## config.mk

```make
export PLATFORM = sky130hd
export DESIGN_NAME = sim_sequencer
export DESIGN_NICKNAME = d
export VERILOG_FILES = /design/src/rtl/sim_sequencer.sv
export SDC_FILE = /design/constraint.sdc
export NUM_CORES = 1
export LEC_CHECK = 0
export CAP_MARGIN = 20
export CORE_UTILIZATION = 51
export CTS_BUF_LIST = sky130_fd_sc_hd__clkbuf_2
export DETAILED_ROUTE_END_ITERATION = 8
export PLACE_DENSITY = 0.79
export SETUP_SLACK_MARGIN = 0.5
export SYNTH_ARGS = -nofsm -noshare
export SYNTH_HDL_FRONTEND = slang
export SYNTH_SLANG_ARGS = --single-unit
```

## constraint.sdc

```tcl
create_clock -name i_clk -period 5.4 [get_ports i_clk]
set_input_delay 1.35 -clock i_clk [delete_from_list [all_inputs] [get_ports i_clk]]
set_output_delay 1.35 -clock i_clk [all_outputs]
set_load 0.01 [all_outputs]
```

## src/rtl/sim_sequencer.sv

```systemverilog
// Run-control sequencer: holds the DUT in reset, runs it with a divided clock enable,
// stops on GPIO done or cycle budget, then requests a memory dump and latches the status.
module sim_sequencer #(
   parameter int unsigned RST_CYCLES     = 10,
   parameter int unsigned CLKEN_DIV      = 1,
   parameter int unsigned TIMEOUT_CYCLES = 40,
   parameter int unsigned GPIO_W         = 32,
   parameter int unsigned DONE_BIT       = 31,
   parameter int unsigned PASS_BIT       = 30
) (
   input  logic              i_clk,
   input  logic              i_rst,
   input  logic [GPIO_W-1:0] i_gpio,
   input  logic              i_dump_ack,
   output logic              o_dut_rstb,
   output logic              o_clk_en,
   output logic              o_dump_req,
   output logic              o_done,
   output logic              o_pass,
   output logic              o_timeout,
   output logic [31:0]       o_cycle_count
);

   localparam logic [1:0] StHold     = 2'd0;
   localparam logic [1:0] StRun      = 2'd1;
   localparam logic [1:0] StDump     = 2'd2;
   localparam logic [1:0] StFinished = 2'd3;

   localparam logic [15:0] HoldLast   = 16'(RST_CYCLES);
   localparam logic [7:0]  DivLast    = 8'(CLKEN_DIV - 1);
   localparam logic [31:0] TimeoutVal = 32'(TIMEOUT_CYCLES);
   localparam bit          TimeoutOn  = (TIMEOUT_CYCLES != 0);

   logic [1:0]  state_q, state_d;
   logic [15:0] hold_q, hold_d;
   logic [7:0]  div_q, div_d;
   logic [31:0] count_q, count_d;
   logic        rstb_q, rstb_d;
   logic        clk_en_q, clk_en_d;
   logic        dump_req_q, dump_req_d;
   logic        done_q, done_d;
   logic        pass_q, pass_d;
   logic        timeout_q, timeout_d;

   logic [31:0] count_inc;
   logic [7:0]  div_next;
   logic        done_hit;
   logic        tmo_hit;
   logic        unused_gpio;

   // Only the done and pass bits matter; the rest of the bus is observe-only.
   assign unused_gpio = ^i_gpio;

   always_comb begin
      state_d    = state_q;
      hold_d     = hold_q;
      div_d      = div_q;
      count_d    = count_q;
      rstb_d     = rstb_q;
      clk_en_d   = clk_en_q;
      dump_req_d = dump_req_q;
      done_d     = done_q;
      pass_d     = pass_q;
      timeout_d  = timeout_q;

      count_inc = (count_q == 32'hFFFF_FFFF) ? count_q : count_q + 32'd1;
      div_next  = (div_q == DivLast) ? 8'd0 : div_q + 8'd1;
      done_hit  = i_gpio[DONE_BIT];
      tmo_hit   = TimeoutOn && (count_inc == TimeoutVal);

      case (state_q)
         StHold: begin
            rstb_d   = 1'b0;
            clk_en_d = 1'b0;
            if (hold_q == HoldLast) begin
               // Release and first enable pulse land on the same edge.
               state_d  = StRun;
               rstb_d   = 1'b1;
               clk_en_d = 1'b1;
               div_d    = 8'd0;
            end else begin
               hold_d = hold_q + 16'd1;
            end
         end
         StRun: begin
            div_d    = div_next;
            clk_en_d = (div_next == 8'd0);
            if (clk_en_q) begin
               count_d = count_inc;
               if (done_hit) begin
                  pass_d     = i_gpio[PASS_BIT];
                  timeout_d  = 1'b0;
                  state_d    = StDump;
                  clk_en_d   = 1'b0;
                  dump_req_d = 1'b1;
               end else if (tmo_hit) begin
                  pass_d     = 1'b0;
                  timeout_d  = 1'b1;
                  state_d    = StDump;
                  clk_en_d   = 1'b0;
                  dump_req_d = 1'b1;
               end
            end
         end
         StDump: begin
            clk_en_d = 1'b0;
            if (i_dump_ack) begin
               dump_req_d = 1'b0;
               done_d     = 1'b1;
               state_d    = StFinished;
            end
         end
         default: begin
            clk_en_d   = 1'b0;
            dump_req_d = 1'b0;
            done_d     = 1'b1;
         end
      endcase
   end

   always_ff @(posedge i_clk) begin
      if (i_rst) begin
         state_q    <= StHold;
         hold_q     <= 16'd0;
         div_q      <= 8'd0;
         count_q    <= 32'd0;
         rstb_q     <= 1'b0;
         clk_en_q   <= 1'b0;
         dump_req_q <= 1'b0;
         done_q     <= 1'b0;
         pass_q     <= 1'b0;
         timeout_q  <= 1'b0;
      end else begin
         state_q    <= state_d;
         hold_q     <= hold_d;
         div_q      <= div_d;
         count_q    <= count_d;
         rstb_q     <= rstb_d;
         clk_en_q   <= clk_en_d;
         dump_req_q <= dump_req_d;
         done_q     <= done_d;
         pass_q     <= pass_d;
         timeout_q  <= timeout_d;
      end
   end

   assign o_dut_rstb    = rstb_q;
   assign o_clk_en      = clk_en_q;
   assign o_dump_req    = dump_req_q;
   assign o_done        = done_q;
   assign o_pass        = pass_q;
   assign o_timeout     = timeout_q;
   assign o_cycle_count = count_q;

endmodule

```

==> reports/metrics.yaml <==
fin_setup_tns_ns: 0
path_buf_inv: 0
fmax_mhz: 283
fill_cells: 697
worst_skew_pair.late_latency_ns: 0.52
multi_input_area_um2: 2450
final_max_slew_viol_count: 0
port_buffers: 42
drt-pass1-iter-count: 5
timing_hold_violations_final: 0
area_delta_synth_final_pct: 13.1
synth_seq_cells: 64
die_area_um2: 8080
avgSynthCellArea_um2: 7.88
maxCapViolations: 0
grt_usage: 0.240
ys.flop_type: "dfxtp_1"
synth_warnings: 0
cts_resized: 0
timing.rr.start: "o_cycle_count[0]$_SDFFE_PP0P_"
drt_iter0_drc: 286
synthArstFlopShare: 0
ios: 73
hold_end: "o_dut_rstb$_SDFFE_PP0P_"
cp_max_fo: 8
seqPwrFrac: 0.585
vias: 3806
worst-setup-path-type: "flip-flop to flip-flop"
start_util: 0.535
htreeDepth: 3
critPathLaunchType: "flip-flop"
dp_hpwl_um: 6680
ys_types: 67
syn_area_um2: 3940
core-area_um2: 7370
cellPowerDensity_nw_per_um2: 196
p_leak_nw: 1.45
switching_share: 0.310
min_from: "o_dut_rstb$_SDFFE_PP0P_"
synth_edf_count: 0
hold_buffers: 0
design_area_um2: 4460
setup_viol: 0
cts_sinks: 64
gp_congestion: 0.892
postRouteAntennaNets: 0
wire_per_inst_um: 15.1
grt_pass1_wl_um: 16000
whs_path_depth: 2
grt_max_degree: 65
cts-root-buf: "clkbuf_2"
crit_required_ns: 5.87
pwr-share-comb: 0.138
totalWireLength_um: 9530
dieHeight_um: 89.9
cts_buffers: 9
worst_slew_pin_slew_ns: 0.866
cts_buffer_depth: 2
diodes: 0
nNetsFinal: 571
r2r_cells: 10
arrival_ns: 4.01
r2r-end: "o_dump_req$_SDFFE_PP0P_"
dieWidth_um: 89.9
vdd_ir_drop_max_mv: 0.121
syn-num-nets: 545
grt_pass1_vias: 3430
slew_headroom: 0.421
antenna_found_initial: 0
fin_crit_ns: 3.54
rows: 31
finalCritPeriodShare: 0.655
cp_num_cells: 10
cp_cell_sequence: "ha_1, nand4_1, or4_1, or3_1, xnor2_1, o32a_1, a2111oi_4, a31oi_1, nor3_1, o21a_1"
ys_seq_area_frac: 0.325
syn_inst: 500
endpoint_kind: "flip-flop"
skew_ns: 0.0302
regArea_um2: 1280
path_clk_slew_ns: 0.20
drive_gt1_frac: 0.0772
p_clk_frac: 0.277
p_int_mw: 0.602
status: "finished, final reports clean"
reg2reg_slack_ns: 1.86
place_area_um2: 4350
grt_setup_unrepaired: "false"
cts_tree: "done"
critPathSlowestCell: "or4_1"
power.switching_mw: 0.270
cpLargestDelayFamily: "simple AND/OR/NAND/NOR gates"
post_cts.repair.setup_buffers: 0
viasPerCell: 6.04
drc: 0
worst_path_largest_cell_delay_ns: 0.71
gr-total-overflow: 0
min_path_type: "flip-flop to flip-flop"
==> how the worst max path moves through the flow <==
stage,startpoint,slack [ns],to
6_report,o_cycle_count[0]$_SDFFE_PP0P_,1.86,o_dump_req$_SDFFE_PP0P_
5_1_grt,o_cycle_count[0]$_SDFFE_PP0P_,1.55,o_cycle_count[23]$_SDFFE_PP0P_
4_1_cts,o_cycle_count[0]$_SDFFE_PP0P_,1.86,o_clk_en$_SDFF_PP0_
3_5_place_dp,o_cycle_count[0]$_SDFFE_PP0P_,1.88,o_clk_en$_SDFF_PP0_
3_3_place_gp,o_cycle_count[0]$_SDFFE_PP0P_,1.95,o_clk_en$_SDFF_PP0_
2_1_floorplan,o_cycle_count[0]$_SDFFE_PP0P_,2.31,o_clk_en$_SDFF_PP0_
==> through the flow <==
| step | hold slack [ns] | total power, mW | cells | utilization | setup slack (ns) |
|---|---|---|---|---|---|
| 2_1_floorplan | 0.458 | 0.607 | 500 | - | 2.31 |
| 5_1_grt | 0.512 | 0.914 | 630 | 0.605 | 1.55 |
| 4_1_cts | 0.490 | 0.878 | 629 | 0.602 | 1.86 |
| 6_report | 0.488 | 0.872 | 630 | 0.605 | 1.86 |
| 3_3_place_gp | 0.450 | 0.634 | 613 | 0.590 | 1.95 |
| 3_5_place_dp | 0.456 | 0.639 | 613 | 0.590 | 1.88 |
==> tightest hold or removal path, delay by kind of cell, from the launching register on <==
kind / cells / cell delay [ns]
AO/OA/AOI/OAI: 1 / 0.06
flip-flops: 1 / 0.35
AND/OR/NAND/NOR: 1 / 0.06
==> synthesized netlist by cell type, types with 3 or more instances <==
cell type,count,area share
a311oi_1,3,0.0067
nand4_1,17,0.027
or4_1,3,0.0057
or3_1,18,0.029
ha_1,10,0.032
nand3_1,25,0.032
nor3b_1,4,0.0076
xor2_1,21,0.047
inv_1,16,0.015
buf_2,9,0.011
nor3_1,17,0.022
a31oi_1,4,0.0064
nor4_1,8,0.013
nor2_1,57,0.054
dfxtp_1,64,0.33
and4_1,5,0.011
a21oi_1,29,0.037
nand2_1,46,0.044
and3_1,13,0.021
and2_1,4,0.0064
nand4_2,3,0.0095
a211oi_1,5,0.0095
clkbuf_1,14,0.013
o21ai_0,26,0.033
xnor2_1,19,0.042
==> per-layer routing <==
metal | vias up | wire length [um] | global-route usage
li1 | 1853 | - | -
met1 | 1806 | 4420 | 0.316
met2 | 127 | 4450 | 0.383
met3 | 20 | 481 | 0.0364
met4 | 0 | 175 | 0.116
met5 | - | 0 | 0
==> kinds of logic after synthesis <==
logic type | count (synthesis) | share of synthesized area
and+or+nand+nor | 243 | 0.332
AOI/OAI and AO/OA | 96 | 0.164
adders and majority gates | 10 | 0.0318
xor gates and xnor gates | 40 | 0.0889
DFF | 64 | 0.325
muxes | 2 | 0.00508
buffers and inverters | 45 | 0.0524
==> sequential cells by signal (all words and copies together), names as in the netlist <==
signal and flops:
o_cycle_count 32, o_dump_req 1, o_clk_en 1, o_dut_rstb 1
o_pass 1, state_q 2, o_done 1, hold_q 16
div_q 8, o_timeout 1
==> power groups by stage <==
stage	sequential (mW)	combinational (mW)	clock, mW
floorplan	0.517	0.0895	0
global placement	0.518	0.116	0
detailed placement	0.519	0.119	0
CTS	0.510	0.120	0.248
global route	0.513	0.133	0.268
finish	0.510	0.121	0.241
==> cell usage in the layout (no fill, tap or decap), types with 3 or more instances in the layout <==
cell type / n
and3_1: 13
a311oi_1: 3
nand4_1: 17
or4_1: 3
nor3b_1: 4
xnor2_1: 19
nand4_2: 3
or3_1: 18
a211oi_1: 5
a21oi_1: 29
clkbuf_2: 10
o21ai_0: 26
and4_1: 5
nand3_1: 25
ha_1: 10
nor4_1: 8
and2_1: 4
clkdlybuf4s50_1: 41
inv_1: 16
nand2_1: 46
nor3_1: 17
a31oi_1: 4
xor2_1: 21
dfxtp_1: 64
nor2_1: 57
==> area by class of cell <==
class | instances | share of cell area
Multi-Input combinational cell | 391 | 0.550
Inverter | 17 | 0.0174
Clock inverter | 6 | 0.00814
Sequential cell | 64 | 0.287
Timing Repair Buffer | 43 | 0.0977
Tap cell | 99 | 0.0278
Clock buffer | 10 | 0.0112
(Power assumes the default switching activity.)
